**config.mk**
```make
export PLATFORM = sky130hd
export DESIGN_NAME = rv32_mod_issue_scoreboard
export DESIGN_NICKNAME = d
export VERILOG_FILES = /design/src/rtl/rv32_mod_issue_scoreboard.sv
export SDC_FILE = /design/constraint.sdc
export NUM_CORES = 1
export LEC_CHECK = 0
export ABC_CLOCK_PERIOD_IN_PS = 3700
export CAP_MARGIN = 20
export CORE_ASPECT_RATIO = 0.75
export CORE_UTILIZATION = 33
export DETAILED_ROUTE_END_ITERATION = 10
export SETUP_SLACK_MARGIN = 0.05
export SYNTH_ARGS = -nofsm -noshare
export SYNTH_HDL_FRONTEND = slang
export SYNTH_SLANG_ARGS = --single-unit
```
**constraint.sdc**
```tcl
create_clock -name clk -period 3.7 [get_ports clk]
set_clock_uncertainty 0.05 [all_clocks]
set_input_delay 0.37 -clock clk [delete_from_list [all_inputs] [get_ports clk]]
set_output_delay 0.37 -clock clk [all_outputs]
set_load 0.02 [all_outputs]
```
**src/rtl/rv32_mod_issue_scoreboard.sv**
```systemverilog
// Register-hazard scoreboard between decode and execute: tracks in-flight rd writes, throttles issue.
// Latency: hazard checks and issue_ready are combinational; pending/outstanding update one edge after fire/writeback.
// Backpressure: issue_ready drops on RAW, WAW, a full write budget or flush; stalled instructions hold no state here.
module rv32_mod_issue_scoreboard #(
    parameter int MAX_OUTSTANDING = 4,
    parameter bit WB_BYPASS       = 1'b1
) (
    input  logic                                   clk,
    input  logic                                   rst_n,
    input  logic                                   issue_valid,
    input  logic [4:0]                             issue_rs1,
    input  logic [4:0]                             issue_rs2,
    input  logic [4:0]                             issue_rd,
    output logic                                   issue_ready,
    input  logic                                   wb_valid,
    input  logic [4:0]                             wb_index,
    input  logic                                   flush,
    output logic [31:0]                            pending,
    output logic [$clog2(MAX_OUTSTANDING+1)-1:0]   outstanding,
    output logic                                   stall_raw,
    output logic                                   stall_waw,
    output logic                                   stall_full,
    output logic                                   wb_spurious
);

    localparam int OW = $clog2(MAX_OUTSTANDING + 1);
    localparam logic [OW-1:0] MAX_CNT = OW'(MAX_OUTSTANDING);

    logic [31:1]   pend_q;
    logic [OW-1:0] cnt_q;
    logic          spur_q;

    logic [31:0]   eff;
    logic          wb_ok;
    logic          bypass_hit;
    logic [OW-1:0] cnt_eff;
    logic          fire;
    logic          do_set;
    logic          do_clr;
    logic [31:0]   set_mask;
    logic [31:0]   clr_mask;
    logic [31:0]   pend_nxt;
    logic [OW-1:0] cnt_nxt;

    assign pending     = {pend_q, 1'b0};
    assign outstanding = cnt_q;
    assign wb_spurious = spur_q;

    // Hazard view and stall causes; a writeback this cycle can release its register early when bypassing.
    always_comb begin
        wb_ok      = wb_valid && (wb_index != 5'd0) && pending[wb_index];
        bypass_hit = WB_BYPASS && wb_ok;
        eff        = pending;
        if (bypass_hit) begin
            eff[wb_index] = 1'b0;
        end
        cnt_eff     = bypass_hit ? (cnt_q - OW'(1)) : cnt_q;
        stall_raw   = eff[issue_rs1] | eff[issue_rs2];
        stall_waw   = (issue_rd != 5'd0) && eff[issue_rd];
        stall_full  = (issue_rd != 5'd0) && (cnt_eff == MAX_CNT);
        issue_ready = !flush && !stall_raw && !stall_waw && !stall_full;
    end

    // Next-state for the busy bitmap and count; a same-register set beats a clear so the bit stays busy.
    always_comb begin
        fire     = issue_valid && issue_ready;
        do_set   = fire && (issue_rd != 5'd0);
        do_clr   = wb_ok && !flush;
        set_mask = '0;
        clr_mask = '0;
        if (do_set) begin
            set_mask[issue_rd] = 1'b1;
        end
        if (do_clr) begin
            clr_mask[wb_index] = 1'b1;
        end
        pend_nxt = (pending & ~clr_mask) | set_mask;
        cnt_nxt  = cnt_q + (do_set ? OW'(1) : OW'(0)) - (do_clr ? OW'(1) : OW'(0));
    end

    // State registers; flush discards everything in flight and suppresses the spurious pulse.
    always_ff @(posedge clk or negedge rst_n) begin
        if (!rst_n) begin
            pend_q <= '0;
            cnt_q  <= '0;
            spur_q <= 1'b0;
        end else if (flush) begin
            pend_q <= '0;
            cnt_q  <= '0;
            spur_q <= 1'b0;
        end else begin
            pend_q <= pend_nxt[31:1];
            cnt_q  <= cnt_nxt;
            spur_q <= wb_valid && !wb_ok;
        end
    end

endmodule

```
==> results.md, run 1 <==
* Period utilization at 1.03
* Startpoint types: input port
* Yosys reg bits at 35
* Overall routing resource usage at 0.376
* Clock power frac at 0.316
* Gpl congestion at around 1.0
* Nets at 776
* WL/cell at 24.9 um
* Die extent in y at between 90 and 100 um
* FF-to-FF path depth at 18
* Post-synth EDFFs at 0
* Cell Int Power at 870 uW
* Max Root-Sink Buffers at 2
* Logic gate share of total power at 0.381
* H-Tree Depth at 2
* Asr flop ratio synth at 1.00
* Die area at between 10000 and 15000 um2
* Post-synthesis sequential area ratio at 0.230
* Dpl cell area at 6100 um2
* Run status: finished, violations left
* Via count at ~5500
* Die width at 126 um
* Tmin final at 3.81 ns
* Share of cells above drive strength 1 at 0.448
* Hold Fails Final Rpt at 0
* CP required at 3.80 ns
* Syn-to-layout area delta at 82.3%
* Antenna Nets Post-Route at 0
* Ant. Diodes at 0
* Synth Area per Inst at 7.94 um2
* Number of global-route vias before repair at 5314
* Net Count, Synth at 509
* Reg-to-reg startpoint: pend_q[30]
* Via-to-Cell Ratio at 6.18
* Yosys warns at 0
* I/O Buffers at 63
* Global-route wire length before repair at 32.8 mm
* Sink Count at 35
* Max_slew headroom at 0.420
* Cell Rows at 33
* Psw at between 400 and 500 uW
* Initial DRT Pass Iterations at 5
* Leak Pwr at about 2.9 nW
* Clock root cell: clkbuf_16
* Final Hold Slack at between 0.1 and 0.15 ns
* Max IR drop VDD at 167 uV
* Fmax at 263 MHz
* Crit-path max FO at 10
* Clk_lat worst skew at 0.29 ns
* RSZ-0062 raised after global routing: yes
* Switching share of power at 0.339
* Syn Std Cell Area at about 3800 um2
* Post-synthesis instance total at 480
* Starting Density at 0.344
* First DRT Iteration DRCs at 641
* Power Dens Cells at 189 nW/um2
* Final slew viol count at 0
* CTS tree: built
* Clock transition at path regs at roughly 0.05 ns
* Max-cap violations at 0
* Placeable core area at 11100 um2
* Cts hold-fix bufs at 0
* Final Instance Area at 6950 um2
* Failing checks: setup timing
* Worst Setup Slack, final at -0.109 ns
* DP HPWL at ~17 mm
* Prevailing post-synth register cell: dfrtp_1
* End of the worst register-to-register path: outstanding[2]
* Largest net degree at the start of global routing at 36
* Count of final setup violators at 2
* CTS Buf Count at 5
* Critical path arrival at 3.91 ns
* Unique masters post-synth at 77
* Post-route DRC at 0
* Internal reg-to-reg setup slack at -0.08 ns
* Fillers at 1015
* Total grt overflow at 0
* Flop pwr share at 0.304
* Initial antenna violation count at 0
* Tightest Hold Check Type: in2async
* Slew @ Worst Pin at 0.870 ns
* IO Count at 65
* CP Capture Type: flip-flop
* CP Class: in2reg
* WL final at between 20 and 25 mm
cells in the mapped netlist, types with 8 or more instances:
cell      number  area [um2]
mux2i_1       14         140
nand2_1       23        86.3
a31oi_1        8        50.1
or3_1         10        62.6
o211ai_1      22         165
nor3_1        12        60.1
nor2_1        35         131
clkbuf_1      26        97.6
inv_1         16        60.1
o21ai_1       19        95.1
o311ai_0      10        87.6
buf_2         10        50.1
o21ai_0       18        90.1
nand3b_1       8        60.1
nand2b_1      10        62.6
and3_1        11        68.8
o22ai_1       22         138
a211oi_1      10        75.1
nand3_1       28         140
dfrtp_1       35         876
cells in the final DEF (no fill, tap or decap), drive strengths merged, types with 4 or more instances in the layout:
| cell | instances |
|---|---|
| buf | 246 |
| clkdlybuf4s50 | 49 |
| o21ai | 37 |
| nor2 | 36 |
| dfrtp | 35 |
| nand3 | 28 |
| o22ai | 24 |
| nand2 | 23 |
| o211ai | 22 |
| inv | 16 |
| mux2i | 14 |
| nor3 | 12 |
| and3 | 11 |
| nand2b | 10 |
| o311ai | 10 |
| a211oi | 10 |
| or3 | 10 |
| or3b | 9 |
| nand4 | 9 |
| nand3b | 8 |
| a31oi | 8 |
| nor2b | 7 |
| clkbuf | 7 |
| a21oi | 6 |
| o31ai | 6 |
| xor2 | 5 |
| dlygate4sd2 | 5 |
| nand4b | 4 |
| and2 | 4 |
| o2111ai | 4 |
| a211o | 4 |
| nor4 | 4 |
| a2111oi | 4 |
metrics by stage:
step	instances	TNS, ns	power, mW	setup WS, ns	util
floorplan	480	-0.949	0.608	-0.478	-
global placement	855	-15.64	0.842	-1.08	0.551
detailed placement	855	-14.56	0.844	-1.07	0.551
CTS	880	-0.464	1.29	-0.217	0.597
global route	888	-0.426	1.36	-0.226	0.628
finish	888	-0.188	1.32	-0.109	0.628
logic make-up (layout without fill, tap and decap cells):
logic type | Yosys count | after routing | share of synthesized area
AND/OR/NAND/NOR | 189 | 189 | 0.292
AO/OA/AOI/OAI | 169 | 169 | 0.327
buffers and inverters | 57 | 325 | 0.0653
flip-flops | 35 | 35 | 0.230
multiplexers | 17 | 17 | 0.0515
XOR/XNOR | 8 | 8 | 0.0184
adder cells (fa/ha/maj) | 4 | 4 | 0.0151
other | 1 | 1 | 0.000984
state kept, by name (all words and copies together), names as in the netlist:
signal	flops
pend_q	31
outstanding	3
wb_spurious	1
how the worst max path moves through the flow:
stage	from	end	slack, ns	cells after the start
4_1_cts	wb_index[0]	outstanding[2]	-0.22	20
5_1_grt	wb_index[2]	outstanding[2]	-0.23	19
3_3_place_gp	wb_index[0]	outstanding[2]	-1.08	21
2_1_floorplan	wb_index[3]	outstanding[2]	-0.48	18
6_report	wb_index[2]	outstanding[2]	-0.11	19
3_5_place_dp	wb_index[3]	outstanding[2]	-1.07	18
critical path: stages:
cell and delay, ns:
buf_4 0.14, or4b_4 0.56, o22ai_4 0.20, or3_4 0.22
o21ai_1 0.08, buf_4 0.15, a31oi_4 0.17, a211oi_2 0.07
buf_4 0.15, nor4b_4 0.27, nand4_1 0.20, a211o_1 0.32
ha_4 0.22, inv_2 0.06, ha_4 0.12, inv_2 0.03
fa_2 0.35, xnor2_2 0.17, nor2_2 0.05
repair_timing:
item,CTS,global route
pin swaps,32,42
resized for setup,92,51
gates cloned,2,0
endpoints found under the setup margin,38,7
buffers inserted,15,12
final cells by class:
class / instances / area [um2] / share of cell area
Clock buffer: 7 / 133 / 0.0191
Clock inverter: 1 / 5.00 / 0.000720
Inverter: 16 / 60.1 / 0.00864
Multi-Input combinational cell: 388 / 3140 / 0.452
Sequential cell: 35 / 876 / 0.126
Tap cell: 140 / 175 / 0.0252
Timing Repair Buffer: 301 / 2560 / 0.369
power groups by stage:
| stage | Combinational, mW | Clock [mW] | Sequential [mW] |
|---|---|---|---|
| final | 0.501 | 0.415 | 0.400 |
| after global routing | 0.526 | 0.436 | 0.401 |
| after global placement | 0.436 | 0 | 0.406 |
| after detailed placement | 0.438 | 0 | 0.406 |
| after CTS | 0.470 | 0.420 | 0.400 |
| after floorplan | 0.193 | 0 | 0.415 |
layer usage:
metal / GRT usage / up-vias / share of wire / wire length (um)
li1: - / 2431 / - / -
met1: 0.517 / 2672 / 0.44 / 9650
met2: 0.583 / 323 / 0.43 / 9460
met3: 0.0679 / 62 / 0.094 / 2080
met4: 0.156 / 0 / 0.041 / 907
met5: 0 / - / 0 / 0
Note: power is estimated with default switching activity, not from simulation.
==> run 2, diff against run 1 <==
==> constraint.sdc (replaced) <==
create_clock -name clk -period 3.7 [get_ports clk]
set_clock_uncertainty 0.05 [all_clocks]
set_input_delay 0.555 -clock clk [delete_from_list [all_inputs] [get_ports clk]]
set_output_delay 0.555 -clock clk [all_outputs]
set_load 0.02 [all_outputs]
==> results.md, run 2 (synthesis results as in run 1) <==
* Crit-path max cell delay at 0.54 ns (was 0.56 ns)
* WL/cell at 24.9 um (about the same)
* WP buf/inv at 4 (was 5)
* Critical-path cell list: buf_8, buf_6, or4b_4, o22ai_4, or3_4, nor2_4, o31ai_4, a211oi_2, nor4b_4, nand4_1, a211o_1, ha_4, inv_2, ha_4, inv_2, fa_2, xnor2_2, nor2_1 (was buf_4, or4b_4, o22ai_4, or3_4, o21ai_1, buf_4, a31oi_4, a211oi_2, buf_4, nor4b_4, nand4_1, a211o_1, ha_4, inv_2, ha_4, inv_2, fa_2, xnor2_2, nor2_2)
* WL final at 21.9 mm (was 22.1 mm)
* Cts hold-fix bufs at 0 (unchanged)
* Startpoint types: input port (unchanged)
* Power Dens Cells at 201 nW/um2 (was 189 nW/um2)
* Run status: finished, violations left (unchanged)
* Initial antenna violation count at 0 (unchanged)
* Worst Setup Slack, final at -0.415 ns (was -0.109 ns)
* Leak Pwr at 2.82 nW (was 2.86 nW)
* Via-to-Cell Ratio at 6.26 (was 6.18)
* Multi-input gate area at 3080 um2 (was 3140 um2)
* Largest register FFs at 31 (unchanged)
* Antenna Nets Post-Route at 0 (unchanged)
* Final slew viol count at 0 (unchanged)
* CTS Buf Count at 5 (unchanged)
* RSZ-0062 raised after global routing: yes (unchanged)
* Die extent in y at 95.1 um (unchanged)
* Tightest Hold Check Type: in2async (unchanged)
* Clock root cell: clkbuf_16 (unchanged)
* Total grt overflow at 0 (unchanged)
* Max IR drop VDD at 175 uV (was 167 uV)
* Nets at 766 (was 776)
* CP required at 3.81 ns (was 3.80 ns)
* Largest net degree at the start of global routing at 36 (unchanged)
* Gpl congestion at 1.00 (was 1.02)
* Biggest register: pend_q (unchanged)
* Failing checks: setup timing (unchanged)
* Syn-to-layout area delta at 80.8% (was 82.3%)
* Post-route DRC at 0 (unchanged)
* Fillers at 1005 (was 1015)
* Overall routing resource usage at 0.369 (was 0.376)
* Count of final setup violators at 4 (was 2)
* Max Root-Sink Buffers at 2 (unchanged)
* Tmin final at 4.11 ns (was 3.81 ns)
* Final Hold Slack at 0.337 ns (was 0.145 ns)
* Die area at 12000 um2 (unchanged)
* Clk_lat worst skew at 0.29 ns (about the same)
* Global-route wire length before repair at 32.3 mm (was 32.8 mm)
* First DRT Iteration DRCs at 554 (was 641)
* Sink Count at 35 (unchanged)
* DP HPWL at 16.5 mm (was 17.1 mm)
* I/O Buffers at 63 (unchanged)
* Placed cells at 845 (was 855)
* Most frequent cells in the layout: 200 x buf_4, 49 x clkdlybuf4s50_1, 35 x dfrtp_1 (was 215 x buf_4, 49 x clkdlybuf4s50_1, 35 x dfrtp_1)
* Critical path arrival at 4.23 ns (was 3.91 ns)
* Crit-path max FO at 5 (was 10)
* Share of cells above drive strength 1 at 0.446 (was 0.448)
* Fin cells at 878 (was 888)
* CP Class: in2reg (unchanged)
* Tot Pwr at 1.38 mW (was 1.32 mW)
* Number of global-route vias before repair at 5310 (was 5314)
* Die width at 126 um (unchanged)
* Placeable core area at 11100 um2 (unchanged)
* Ant. Diodes at 0 (unchanged)
* Cell Rows at 33 (unchanged)
* CTS tree: built (unchanged)
* Via count at 5499 (was 5488)
* Initial DRT Pass Iterations at 6 (was 5)
* Storage cell area at 876 um2 (unchanged)
* Hold Fails Final Rpt at 0 (unchanged)
* Most common cell after layout, fill and taps aside: buf_4 (unchanged)
* Starting Density at 0.344 (unchanged)
* H-Tree Depth at 2 (unchanged)
* CP Capture Type: flip-flop (unchanged)
* Post-Place Worst Slack at -1.27 ns (was -1.07 ns)
* Period utilization at 1.11 (was 1.03)
* Slew @ Worst Pin at 0.889 ns (was 0.870 ns)
* Max-cap violations at 0 (unchanged)
* Fmax at 243 MHz (was 263 MHz)
* IO Count at 65 (unchanged)
* Clock transition at path regs at 0.06 ns (was 0.05 ns)
* Crit path max-delay family: simple AND/OR/NAND/NOR gates (unchanged)
* Max_slew headroom at 0.407 (was 0.420)
* Worst path slowest cell: or4b_4 (unchanged)
==> run 2: final cells by class <==
cell class / count / share of cell area
clock buffers: 7 / 0.0222
clock inverters: 1 / 0.00109
inverters: 16 / 0.00872
multi-input cells: 388 / 0.447
flip-flops and latches: 35 / 0.127
well taps: 140 / 0.0254
repair buffers: 291 / 0.368
==> run 2: repair_timing <==
| item | in CTS | in global routing |
|---|---|---|
| setup endpoints to repair | 38 | 7 |
| pin swaps | 35 | 30 |
| gates cloned | 1 | 0 |
| gates resized for setup | 127 | 25 |
| setup buffers | 19 | 10 |
==> run 2: metrics by stage <==
step | utilization | cell area (um2) | TNS [ns]
2_1_floorplan | - | 3880 | -1.65
3_3_place_gp | 0.550 | 6090 | -20.25
3_5_place_dp | 0.550 | 6090 | -21.88
4_1_cts | 0.603 | 6680 | -0.846
5_1_grt | 0.623 | 6890 | -1.57
6_report | 0.623 | 6890 | -1.24
==> run 2: path summary, 6_finish.rpt <==
check                             from             end  slack [ns]  cells after the start
max in group asynchronous        rst_n      pend_q[17]        2.70                      1
max                        wb_index[2]  outstanding[2]       -0.41                     18
min                              rst_n      pend_q[30]        0.34                      1
min in group clk            pend_q[23]      pend_q[23]        0.63                      3
max reg2reg                 pend_q[30]  outstanding[2]       -0.23                     18
min reg2reg                 pend_q[23]      pend_q[23]        0.63                      3
==> run 2: layer usage <==
metal / global-route usage / wire length (um) / up-vias
li1: - / - / 2396
met1: 0.506 / 9420 / 2701
met2: 0.578 / 9570 / 352
met3: 0.0758 / 2220 / 50
met4: 0.130 / 650 / 0
met5: 0 / 0 / -
==> run 2: where the power goes <==
part / leakage [nW] / total [mW] / switching (mW) / internal [mW]
Sequential: 0.487 / 0.400 / 0.00974 / 0.390
Combinational: 2.26 / 0.517 / 0.276 / 0.242
Clock: 0.0761 / 0.466 / 0.179 / 0.287
Total: 2.82 / 1.38 / 0.464 / 0.919
==> run 2: worst reg2reg max path: stages, from the launching register on <==
cell and delay, ns:
dfrtp_1 0.37, mux4_2 0.50, nand2b_1 0.13, nand3_1 0.11
buf_6 0.16, nor2_4 0.27, buf_6 0.16, o311ai_2 0.07
a211o_1 0.33, a21o_1 0.23, nand4_1 0.20, a211o_1 0.18
ha_4 0.21, inv_2 0.06, ha_4 0.12, inv_2 0.04
fa_2 0.37, xnor2_2 0.19, nor2_1 0.07
